[src/rtl/apb_modport.sv]
// AHB-Lite slave to APB master bridge with four decoded peripheral selects.
// Optional MODPORT_ERR_RESP_EN: two-cycle ERROR response for out-of-range transfers.
`timescale 1ns/1ps
module apb_modport (
  input  logic        clk,
  input  logic        Hresetn,
  input  logic [31:0] Haddr,
  input  logic [1:0]  Htrans,
  input  logic        Hwrite,
  input  logic        Hreadyin,
  input  logic [31:0] Hwdata,
  output logic [31:0] Hrdata,
  output logic        Hreadyout,
  output logic [1:0]  Hresp,
  output logic [31:0] Paddr,
  output logic [31:0] Pwdata,
  output logic [3:0]  Pselx,
  output logic        Penable,
  output logic        Pwrite,
  input  logic [31:0] Prdata
);

  typedef enum logic [2:0] {
    IDLE, CAPT, SETUP, ACCESS, ERR1, ERR2
  } state_t;

  state_t      state;
  logic [31:0] addr_q;
  logic        write_q;
  logic [3:0]  sel_q;

  logic       active;
  logic       in_range;
  logic       valid;
  logic [3:0] dec;

  assign active   = Hreadyin & Htrans[1];
  assign in_range = (Haddr[31:28] == 4'h8);
  assign valid    = active & in_range;

  always_comb begin
    dec = 4'b0000;
    unique case (Haddr[27:26])
      2'b00: dec = 4'b0001;
      2'b01: dec = 4'b0010;
      2'b10: dec = 4'b0100;
      2'b11: dec = 4'b1000;
    endcase
  end

  always_ff @(posedge clk or negedge Hresetn) begin
    if (!Hresetn) begin
      state     <= IDLE;
      addr_q    <= '0;
      write_q   <= 1'b0;
      sel_q     <= '0;
      Hrdata    <= '0;
      Hreadyout <= 1'b1;
      Hresp     <= 2'b00;
      Paddr     <= '0;
      Pwdata    <= '0;
      Pselx     <= '0;
      Penable   <= 1'b0;
      Pwrite    <= 1'b0;
    end else begin
      unique case (state)
        IDLE: begin
          Pselx     <= '0;
          Penable   <= 1'b0;
          Hresp     <= 2'b00;
          Hreadyout <= 1'b1;
          if (valid) begin
            addr_q    <= Haddr;
            write_q   <= Hwrite;
            sel_q     <= dec;
            Hreadyout <= 1'b0;
            state     <= CAPT;
          end
`ifdef MODPORT_ERR_RESP_EN
          else if (active) begin
            Hresp     <= 2'b01;
            Hreadyout <= 1'b0;
            state     <= ERR1;
          end
`endif
        end
        // APB address/control/data all launch together into SETUP
        CAPT: begin
          Paddr   <= addr_q;
          Pwrite  <= write_q;
          Pwdata  <= Hwdata;
          Pselx   <= sel_q;
          Penable <= 1'b0;
          state   <= SETUP;
        end
        SETUP: begin
          Penable <= 1'b1;
          state   <= ACCESS;
        end
        ACCESS: begin
          if (!Pwrite) Hrdata <= Prdata;
          Pselx     <= '0;
          Penable   <= 1'b0;
          Hreadyout <= 1'b1;
          state     <= IDLE;
        end
        ERR1: begin
          Hreadyout <= 1'b1;
          state     <= ERR2;
        end
        ERR2: begin
          Hresp <= 2'b00;
          state <= IDLE;
        end
        default: state <= IDLE;
      endcase
    end
  end

endmodule

[config.mk]
export PLATFORM = sky130hd
export DESIGN_NAME = apb_modport
export DESIGN_NICKNAME = d
export VERILOG_FILES = /design/src/rtl/apb_modport.sv
export SDC_FILE = /design/constraint.sdc
export NUM_CORES = 1
export LEC_CHECK = 0
export ABC_CLOCK_PERIOD_IN_PS = 1900
export BUFFER_PORTS_ARGS = -buffer_cell sky130_fd_sc_hd__buf_4
export CAP_MARGIN = 10
export CORE_ASPECT_RATIO = 0.7
export CORE_MARGIN = 10
export CORE_UTILIZATION = 49
export DETAILED_ROUTE_END_ITERATION = 8
export HOLD_SLACK_MARGIN = 0.12
export PLACE_DENSITY_LB_ADDON = 0.2
export SLEW_MARGIN = 20
export SYNTH_ARGS = -nofsm -noshare
export SYNTH_HDL_FRONTEND = slang
export SYNTH_SLANG_ARGS = --single-unit
export TNS_END_PERCENT = 100
[constraint.sdc]
create_clock -name clk -period 1.9 [get_ports clk]
set_input_delay 0 -clock clk [delete_from_list [all_inputs] [get_ports clk]]
set_output_delay 0 -clock clk [all_outputs]
set_load 0.03 [all_outputs]
== Word-level counts from Yosys, hierarchy flattened ==
Cells that the tools add are included.

* Equality and inequality tests: 9
* Muxes and demuxes: 7
* Bitwise logic cells: 3
* Reductions and logical operators: 10

{| class="wikitable"
|+ Operators with widths
! operator !! count
|-
| $pmux W4 S4 || 1
|-
| $pmux W3 S4 || 1
|-
| $pmux W4 S2 || 1
|-
| $eq A3 B2 Y1 const B || 2
|-
| $reduce_bool A2 Y1 || 3
|-
| $eq A2 B2 Y1 const B || 2
|-
| $eq A4 B4 Y1 const B || 1
|-
| $pmux W1 S2 || 2
|-
| $reduce_and A2 Y1 || 2
|-
| $reduce_or A2 Y1 || 2
|-
| $eq A3 B1 Y1 const B || 1
|-
| $eq A3 B3 Y1 const B || 1
|-
| $logic_not A3 Y1 || 1
|-
| $mux W3 || 1
|-
| $reduce_or A3 Y1 || 1
|-
| $and A1 B1 Y1 || 2
|-
| $eq A2 B1 Y1 const B || 1
|-
| $logic_not A2 Y1 || 1
|-
| $ne A2 B2 Y1 const B || 1
|-
| $mux W1 || 1
|-
| $not A1 Y1 || 1
|}

* Register bits: 143
* Bits of input ports: 102
* Output and inout bits: 105
* Logic and storage cells: 40

== Longest topological paths before layout ==
Gate-level depths: netlist (run 1).

* Depth in word-level cells: 4
* Gate-level depth with buffers: 6
* Gate-level depth less buffers: 3

== Worst setup path after synthesis (run 1) ==
Ideal clock, no wire load.

* Path kind: reg2reg
* Start: register Pwrite
* End: register Hrdata[10]
* Library setup time: 0.125 ns
* Arrival time: 1.431 ns
* Data required time: 1.775 ns
* Slack: 0.344 ns
* Cell stages (with the launch flop): 5
* Path buffers: 2
* Clock period less this slack: 1.556 ns
* Path through: dfrtp_1 and4bb_2 clkbuf_2 buf_4 mux2_2

* Word-level cells in the longest chain between the ends: 2

{| class="wikitable"
|+ RTL lines
! item !! line !! text
|-
| start: declaration || 19 || <nowiki>output logic Pwrite,</nowiki>
|-
| start signal: assignment || 90 || <nowiki>Pwrite <= write_q;</nowiki>
|-
| $not A1 Y1 (no source line) || n/a ||
|-
| $reduce_and A2 Y1 (no source line) || n/a ||
|-
| end signal: assignment || 101 || <nowiki>if (!Pwrite) Hrdata <= Prdata;</nowiki>
|-
| end: declaration || 12 || <nowiki>output logic [31:0] Hrdata,</nowiki>
|}

No other way between the ends.
A chain may end at the register's enable or synchronous reset.

== Final worst setup path (run 1) ==
* Start: input port Haddr[29]
* End: register addr_q[8]

* Word-level cells in the longest chain between the ends: 3

{| class="wikitable"
|+ RTL lines
! item !! line !! text
|-
| start: declaration || 7 || <nowiki>input logic [31:0] Haddr,</nowiki>
|-
| $eq A4 B4 Y1 || 38 || <nowiki>assign in_range = (Haddr[31:28] == 4'h8);</nowiki>
|-
| $and A1 B1 Y1 || 39 || <nowiki>assign valid = active & in_range;</nowiki>
|-
| $reduce_and A2 Y1 (no source line) || n/a ||
|-
| end signal: assignment || 73 || <nowiki>addr_q <= Haddr;</nowiki>
|-
| end: declaration || 28 || <nowiki>logic [31:0] addr_q;</nowiki>
|}

No other way between the ends.

==> results of run 1 <==
-- cells in the final DEF (no fill, tap or decap), drive strengths merged --
cell type    count
conb             2
clkinv           4
nor2             2
dfstp            1
diode            1
and4b            1
dlygate4sd3     99
nor2b            5
clkbuf          20
a21oi            1
o21ba            1
nand2b           3
and4bb           1
mux2i            1
or2              1
a21boi           1
o21ai            1
buf            213
a22o             4
nand2            4
a211oi           1
bufinv           5
inv              4
mux2           129
clkinvlp         1
nor3             1
dfrtp          142
nor4b            1
a311oi           1
nor3b            1
-- flip-flops by register name (all words and copies together) (netlist names), 3 cells and up --
| register | flops |
|---|---|
| Hrdata | 32 |
| Paddr | 32 |
| Pselx | 4 |
| Pwdata | 32 |
| addr_q | 32 |
| sel_q | 4 |
| state | 3 |
-- final cells by class --
cell class	count	area (sq um)
multi-input cells	162	1730
clock buffers	20	457
repair buffers	312	2670
well taps	153	191
diodes	1	2.50
inverters	2	7.51
fillers	587	2130
flip-flops and latches	143	3580
clock inverters	12	206
-- worst max-delay path, cell delays in order --
cell and delay, ns:
dlygate4sd3_1 0.54, buf_4 0.14, nor4b_2 0.33, and4b_4 0.38, buf_4 0.23, mux2_2 0.36
-- through the flow --
step                utilization (%)  hold slack [ns]  cell area, sq um
floorplan                         -           -0.296              5470
global placement               65.3          -0.0330              7170
detailed placement             65.3          -0.0315              7170
CTS                            80.6            0.152              8840
global route                   80.6            0.165              8840
finish                         80.6            0.156              8840
-- kinds of logic (layout without fill, tap and decap cells) --
logic type,after synthesis,count (layout),share of synthesized area (%)
DFF,143,143,65.5
muxes,130,130,27.4
buffers and inverters,21,346,3.09
and+or+nand+nor,20,20,2.52
AOI/OAI and AO/OA,10,10,1.44
other,1,3,0.0686
-- final timing paths --
check	end	slack, ns	depth (start not counted)
max	addr_q[8]	0.19	6
max reg2reg	addr_q[8]	0.21	4
min	addr_q[4]	0.16	3
min in group clk	addr_q[0]	0.20	4
min reg2reg	addr_q[31]	0.48	1
max in group asynchronous	sel_q[3]	0.57	3
-- what timing repair did --
item	in CTS	in global routing
endpoints found under the setup margin	0	0
hold endpoints to repair	240	0
hold buffers	100	0
-- layer usage --
metal	share of wire [%]	global-route usage [%]	vias up
li1	-	-	1780
met3	7.3	7.47	14
met1	40	23.6	1967
met4	0.94	5.84	0
met2	51	35.6	143
met5	0	0	-
-- power by group through the flow --
stage          combinational, uW  sequential, uW  clock, uW
2_1_floorplan               1920            7050          0
3_3_place_gp                6400            4980          0
3_5_place_dp                6500            5080          0
4_1_cts                     6690            5040       3730
5_1_grt                     7050            5250       3870
6_report                    6700            5090       3690
==> qor.csv, run 1 <==
metric,value,unit
vias,3904,
vias in the first global route,4544,
full die area,15900,sq um
Slew Limit Fails,0,
CP Class,input port to flip-flop,
H-tree levels,4,
cells after synthesis,325,
sequential power share,32.9,%
type of the most critical hold path,input port to asynchronous set/reset pin,
"Top FF cell, synth",dfrtp_1,
"non-filler cells, final",805,
Die Height,108,um
total CTS buffers,17,
CTS tree,yes,
layout cells sized above 1,57.6,%
net switching power figure,5730,uW
final setup vio count,0,
global-route wire length before repair,25.8,mm
number of flops mapped to enable cells by yosys,0,
Syn Area/Cell,16.8,sq um
Pleak,0.00429,uW
Least-Margin Pin Slew,0.761,ns
cell taking the most area after synthesis,dfrtp_1,
"worst slack, placed",0.230,ns
register area share after synthesis,65.5,%
Tot Pwr,15500,uW
commonest cells in the synthesized netlist,"142 x dfrtp_1, 114 x mux2_2, 10 x mux2_4",
Initial DRC Count,180,
Max clock buf depth,2,
post-CTS setup buffers,0,
Synth cell types,31,
I/O pin count,207,
post-route minimum period,1.71,ns
Clock Latency Late Sink,0.41,ns
Chip Width,146,um
Worst setup SP type,input port,
routed len/inst,19.9,um
clock skew,0.00978,ns
Final period util,90.0,%
largest cells by area after synthesis,"dfrtp_1 65%, mux2_2 23%, mux2_4 2.7%",
GRT overflow,0,
final net count,740,
initial antenna violation count,1,
Syn. warnings,0,
Worst VDD drop,1230,uV
CP arrival,1.99,ns
CTS sink cnt,143,
crit-path max FO,10,
MaxCap Viol Count,0,
CTS root buf,clkbuf_16,
most common cell in the netlist,dfrtp_1,
Clk pwr share,23.8,%
Final GP Congestion,0.743,
fmax,585,MHz
number of detailed-route iterations in the first pass,4,
DP Wirelength,9.98,mm
endpoints failing hold,0,
Rel. slew slack,49.1,%
clock-pin slew on the worst setup and hold paths,0.06,ns
Synth top area share,65.0,%
setup TNS,0,ns
"flops & latches, synth",143,
CP endpoint kind,flip-flop,
CTS resizes,0,
CP required,2.18,ns
final worst setup slack,0.191,ns
RSZ-0062 raised after global routing,no,
Power per Cell Area,1750,nW/um^2
status,"finished, final reports clean",
CORE AREA,11000,sq um
total wire length,16.0,mm
asr flop ratio synth,100,%
DR vias/cell,4.85,
DRC violations left,0,
Area Overhead vs Synth,61.7,%
cell-internal power,9750,uW
"Cell Area, Synth",5470,sq um
Critical Path Start,Haddr[29],
placed insts,672,
Tot GR Track Use,20.5,%
port buffer count,203,
row cnt,32,
largest net degree at the start of global routing,48,
Sw Ratio,37.0,%
Comb pwr share,43.3,%
RR Startpoint,state[2],
Final ANT Viol Nets,0,
Initial Util,49.9,%
Power figures use the tool's default switching activity.
==> run 2, diff against run 1 <==
==> constraint.sdc (replaced) <==
create_clock -name clk -period 1.9 [get_ports clk]
set_input_delay 0.095 -clock clk [delete_from_list [all_inputs] [get_ports clk]]
set_output_delay 0.095 -clock clk [all_outputs]
set_load 0.03 [all_outputs]
==> run 2 against run 1 <==
Against the previous run:
- clock power shrank 12%
- die area is the same
- global-route usage shrank 0.28 points
- sequential share of layout area grew 0.63 points
- clock-buffer cell count grew 1
- clock skew is essentially flat
- wire length shrank 0.71%
- setup slack gained 0.080 ns
- highest routed layer unchanged
- sequential power is essentially flat
==> qor.csv, run 2 (synthesis gave the netlist of run 1 again) <==
metric,value,unit,change
vias,3849,,-1.4%
Fill cells,625,,+6.5%
CP top delay family,flip-flops,,
CTS resizes,0,,unchanged
Worst setup SP type,flip-flop,,
Final period util,85.8,%,-4.2 points
clock skew,0.00985,ns,+0.0000678 ns
crit-path max FO,15,,+5
CP arrival,1.92,ns,-0.07 ns
Clk pwr share,21.6,%,-2.2 points
full die area,15900,sq um,unchanged
crit path cell chain,inv_1 -> and4b_4 -> buf_4 -> mux2_2,,
RR Startpoint,state[2],,
CP endpoint kind,flip-flop,,
DR vias/cell,4.83,,-0.42%
H-tree levels,4,,unchanged
CP required,2.19,ns,about the same
Critical Path Start,state[2],,
largest net degree at the start of global routing,58,,+21%
Die Height,108,um,unchanged
Clock Latency Late Sink,0.41,ns,about the same
DRC violations left,0,,unchanged
CTS sink cnt,143,,unchanged
I/O pin count,207,,unchanged
endpoints failing hold,0,,unchanged
fmax,614,MHz,+4.9%
Power per Cell Area,1730,nW/um^2,-1.4%
sequential power share,33.9,%,+1.0 points
number of detailed-route iterations in the first pass,5,,+1
MaxCap Viol Count,0,,unchanged
hold_ws,0.235,ns,+0.0794 ns
Area Overhead vs Synth,59.2,%,
"leading cell types in the layout, fill and taps excluded","203 x buf_4, 142 x dfrtp_1, 114 x mux2_2",,
final setup vio count,0,,unchanged
Tot GR Track Use,20.2,%,-0.28 points
CP Class,flip-flop to flip-flop,,
CP Buf/Inv Count,2,,-1
RSZ-0062 raised after global routing,no,,
Comb pwr share,44.6,%,+1.3 points
Initial Util,49.9,%,unchanged
global-route wire length before repair,25.3,mm,-2.0%
total CTS buffers,17,,unchanged
Pleak,0.00422,uW,-1.5%
GRT overflow,0,,unchanged
initial antenna violation count,0,,-1
total wire length,15.9,mm,-0.71%
CP peak stage delay,0.48,ns,-0.06 ns
routed len/inst,20.0,um,+0.29%
clock-pin slew on the worst setup and hold paths,0.06,ns,about the same
Final ANT Viol Nets,0,,unchanged
Final GP Congestion,0.745,,+0.32%
Chip Width,146,um,unchanged
Slew Limit Fails,0,,unchanged
fin area,8710,sq um,-1.5%
Sw Ratio,37.7,%,+0.69 points
Critical-path top delay cell,dfrtp_1,,
row cnt,32,,unchanged
"commonest non-fill, non-tap cell in the layout",buf_4,,
layout cells sized above 1,57.6,%,about the same
status,"finished, final reports clean",,
vias in the first global route,4390,,-3.4%
CORE AREA,11000,sq um,unchanged
net switching power figure,5670,uW,-1.1%
Max clock buf depth,2,,unchanged
port buffer count,203,,unchanged
CTS root buf,clkbuf_16,,
dpl cell area,7160,sq um,about the same
Worst VDD drop,904,uV,-27%
type of the most critical hold path,input port to asynchronous set/reset pin,,
setup TNS,0,ns,unchanged
final net count,734,,-0.81%
CTS tree,yes,,
Least-Margin Pin Slew,0.525,ns,-0.236 ns
Initial DRC Count,199,,+11%
DP Wirelength,9.84,mm,-1.4%
Diodes inserted,0,,-1
post-CTS setup buffers,0,,unchanged
cell-internal power,9360,uW,-4.0%
Rel. slew slack,65.0,%,+16 points
post-route minimum period,1.63,ns,-0.0797 ns
-- run 2: changes by cell type in the layout (fill, tap and decap cells not counted), sizes merged --
cell	previous run	this run
buf	213	210
bufinv	5	2
dlygate4sd3	99	96
clkinv	4	6
inv	4	2
clkbuf	20	21
clkinvlp	1	2
diode	1	0
-- run 2: power by group through the flow --
stage / clock network, uW / registers (uW) / logic [uW]
5_1_grt: 3440 / 5250 / 7050
6_report: 3240 / 5090 / 6700
4_1_cts: 3310 / 5040 / 6700
3_3_place_gp: 0 / 4980 / 6390
2_1_floorplan: 0 / 7050 / 1920
3_5_place_dp: 0 / 5070 / 6500
-- run 2: worst reg2reg max path, cell delays in order (launching register included) --
cell and delay, ns:
dfrtp_1 0.48, inv_1 0.14, and4b_4 0.27, buf_4 0.25
mux2_2 0.38
-- run 2: repair_timing --
action	4_1_cts	5_1_grt
endpoints found under the hold margin	241	0
endpoints found under the setup margin	0	0
hold buffers	96	0
-- run 2: worst paths after layout --
kind,slack (ns),cells after the start,to
setup / recovery,0.27,4,addr_q[10]
hold / removal,0.24,2,addr_q[26]
setup reg to reg,0.27,4,addr_q[10]
hold reg to reg,0.46,1,addr_q[31]
max in group asynchronous,1.02,3,Pwdata[31]
min in group clk,0.34,5,addr_q[30]
-- run 2: area by class of cell --
| cell class | count | area, sq um | area share (%) |
|---|---|---|---|
| multi-input combinational | 162 | 1730 | 19.9 |
| inverter | 2 | 7.51 | 0.0862 |
| timing repair buffer | 306 | 2620 | 30.0 |
| tap | 153 | 191 | 2.20 |
| sequential | 143 | 3580 | 41.1 |
| clock inverter | 10 | 113 | 1.29 |
| clock buffer | 21 | 470 | 5.40 |
-- run 2: per-layer routing --
layer / vias to the layer above / GRT usage, % / share of wire (%)
met4: 0 / 5.70 / 1.0
met2: 150 / 34.9 / 51
li1: 1754 / - / -
met1: 1928 / 22.8 / 40
met3: 17 / 8.31 / 7.7
met5: - / 0 / 0
-- run 2: metrics by stage --
stage | setup slack (ns) | total power [uW] | instances | utilization (%)
3_5_place_dp | 0.252 | 11600 | 670 | 65.3
2_1_floorplan | 0.344 | 8980 | 326 | -
5_1_grt | 0.192 | 15700 | 797 | 79.4
4_1_cts | 0.270 | 15000 | 797 | 79.4
3_3_place_gp | 0.265 | 11400 | 670 | 65.3
6_report | 0.270 | 15000 | 797 | 79.4
==> run 3, diff against run 2 <==
Settings changed: CORE_ASPECT_RATIO 0.7 to unset.
==> run 3 against run 2 <==
Against the previous run:
- sequential cell count stayed put
- maximum frequency down 4.4%
- largest power group unchanged
- global-route usage is 0.49 points lower
- clock-buffer cell count is 3 lower
- critical path depth grew 2
==> qor.csv, run 3 (synthesis gave the netlist of run 1 again) <==
metric,value,unit,change
final setup vio count,0,,unchanged
total wire length,15.5,mm,-2.9%
RSZ-0062 raised after global routing,no,,
total CTS buffers,17,,unchanged
CTS sink cnt,143,,unchanged
Final period util,89.7,%,+3.9 points
CP endpoint kind,flip-flop,,
CP required,2.31,ns,+0.12 ns
full die area,15800,sq um,-0.43%
Worst VDD drop,1060,uV,+17%
row cnt,38,,+19%
Final ANT Viol Nets,0,,unchanged
final net count,739,,+0.68%
Initial DRC Count,205,,+3.0%
Setup crit end,addr_q[11],,
net switching power figure,5690,uW,+0.40%
Final GP Congestion,0.794,,+6.5%
CTS resizes,0,,unchanged
Chip Width,126,um,-14%
hold path cells,4,,
CP peak stage delay,0.54,ns,+0.06 ns
layout cells sized above 1,57.5,%,-0.070 points
clock-pin slew on the worst setup and hold paths,0.07,ns,about the same
RR Startpoint,state[2],,
Critical Path Start,Haddr[29],,
CORE AREA,10900,sq um,-0.75%
fmax,587,MHz,-4.4%
Worst setup SP type,input port,,
fin util,80.7,%,+1.3 points
"worst slack, placed",0.207,ns,-0.0441 ns
Critical-path top delay cell,dlygate4sd3_1,,
sequential power share,33.0,%,-0.9 points
r2r endpoint,addr_q[11],,
vias in the first global route,4416,,+0.59%
global-route wire length before repair,24.6,mm,-2.8%
crit-path max FO,10,,-5
vias,3797,,-1.4%
Sw Ratio,36.9,%,-0.75 points
MaxCap Viol Count,0,,unchanged
Rel. slew slack,66.6,%,+1.6 points
post-route minimum period,1.70,ns,+0.0748 ns
"leading cell types in the layout, fill and taps excluded","207 x buf_4, 142 x dfrtp_1, 114 x mux2_2",,
Clock Latency Late Sink,0.53,ns,+0.12 ns
Power per Cell Area,1750,nW/um^2,+1.5%
Area Overhead vs Synth,60.7,%,
met2 Use GR,33.5,%,-1.5 points
R2R Setup Slk,0.22,ns,-0.05 ns
Tot GR Track Use,19.7,%,-0.49 points
GRT overflow,0,,unchanged
Clk pwr share,23.9,%,+2.3 points
endpoints failing hold,0,,unchanged
DR vias/cell,4.80,,-0.60%
met3 Track Usage GR,6.92,%,-1.4 points
Least-Margin Pin Slew,0.501,ns,-0.0240 ns
DP Wirelength,10.1,mm,+2.7%
H-tree levels,4,,unchanged
setup TNS,0,ns,unchanged
global-route met1 utilization,22.8,%,-0.067 points
Worst R2R Path Depth,4,,unchanged
initial antenna violation count,1,,+1
DRC violations left,0,,unchanged
I/O pin count,207,,unchanged
Crit path top cell by count,buf_4,,
Comb pwr share,43.0,%,-1.6 points
largest net degree at the start of global routing,55,,-5.2%
crit path cell chain,dlygate4sd3_1 -> buf_4 -> nor4b_2 -> and4b_4 -> buf_4 -> mux2_2,,
GR peak layer,met2,,
CTS tree,yes,,
final worst setup slack,0.196,ns,-0.0748 ns
CP arrival,2.11,ns,+0.19 ns
Max clock buf depth,2,,unchanged
routed len/inst,19.6,um,-2.2%
Tot Pwr,15400,uW,+2.4%
CP Class,input port to flip-flop,,
Die Height,126,um,+16%
number of detailed-route iterations in the first pass,4,,-1
CTS root buf,clkbuf_8,,
port buffer count,203,,unchanged
status,"finished, final reports clean",,
type of the most critical hold path,input port to flip-flop,,
"commonest non-fill, non-tap cell in the layout",buf_4,,
Slew Limit Fails,0,,unchanged
Pleak,0.00427,uW,+1.1%
Initial Util,50.2,%,+0.38 points
clock skew,0.00944,ns,-0.000412 ns
cell-internal power,9710,uW,+3.7%
[run 3: cell types whose count changed in the layout (fill, tap and decap cells not counted), sizes merged]
cell and change:
clkbuf -3, dlygate4sd3 +3, buf +2, bufinv +4, diode +1
[run 3: power groups by stage]
| stage | Sequential, uW | Clock [uW] | Combinational, uW |
|---|---|---|---|
| after global placement | 4990 | 0 | 6360 |
| after CTS | 5050 | 3710 | 6660 |
| after global routing | 5250 | 3890 | 6990 |
| after floorplan | 7050 | 0 | 1920 |
| final | 5090 | 3680 | 6630 |
| after detailed placement | 5090 | 0 | 6470 |
[run 3: worst min path at each step]
stage / slack [ns] / start / endpoint
final: 0.19 / Haddr[28] / addr_q[3]
after global routing: 0.18 / Haddr[28] / addr_q[3]
after CTS: 0.18 / Haddr[28] / addr_q[0]
after detailed placement: 0.07 / Hresetn / Pwdata[5]
after global placement: 0.06 / Hresetn / Pwdata[4]
after floorplan: -0.20 / Hresetn / Hrdata[0]
[run 3: layer usage]
metal	vias up	part of all wire, %
met1	1872	40
li1	1763	-
met4	0	1.1
met2	148	51
met5	-	0
met3	14	8.4
[run 3: final cells by class]
cell class	count	area, sq um
repair buffers	311	2640
inverters	2	7.51
clock buffers	18	418
diodes	1	2.50
clock inverters	14	240
multi-input cells	162	1730
fillers	577	2100
well taps	140	175
flip-flops and latches	143	3580
[run 3: repair_timing]
item / in CTS / in global routing
setup endpoints to repair: 0 / 0
hold buffers: 99 / 0
buffers inserted: 0 / 0
endpoints found under the hold margin: 240 / 0
[run 3: per-stage QoR]
step	hold WS [ns]	area, sq um	cells
global placement	0.0639	7140	659
CTS	0.175	8790	790
floorplan	-0.201	5470	326
finish	0.185	8790	791
detailed placement	0.0748	7140	659
global route	0.182	8790	791
[run 3: worst max-delay path, delay by kind of cell]
kind / cells / cell delay [ns]
and+or+nand+nor: 2 / 0.74
buffers and inverters: 3 / 0.90
muxes: 1 / 0.37
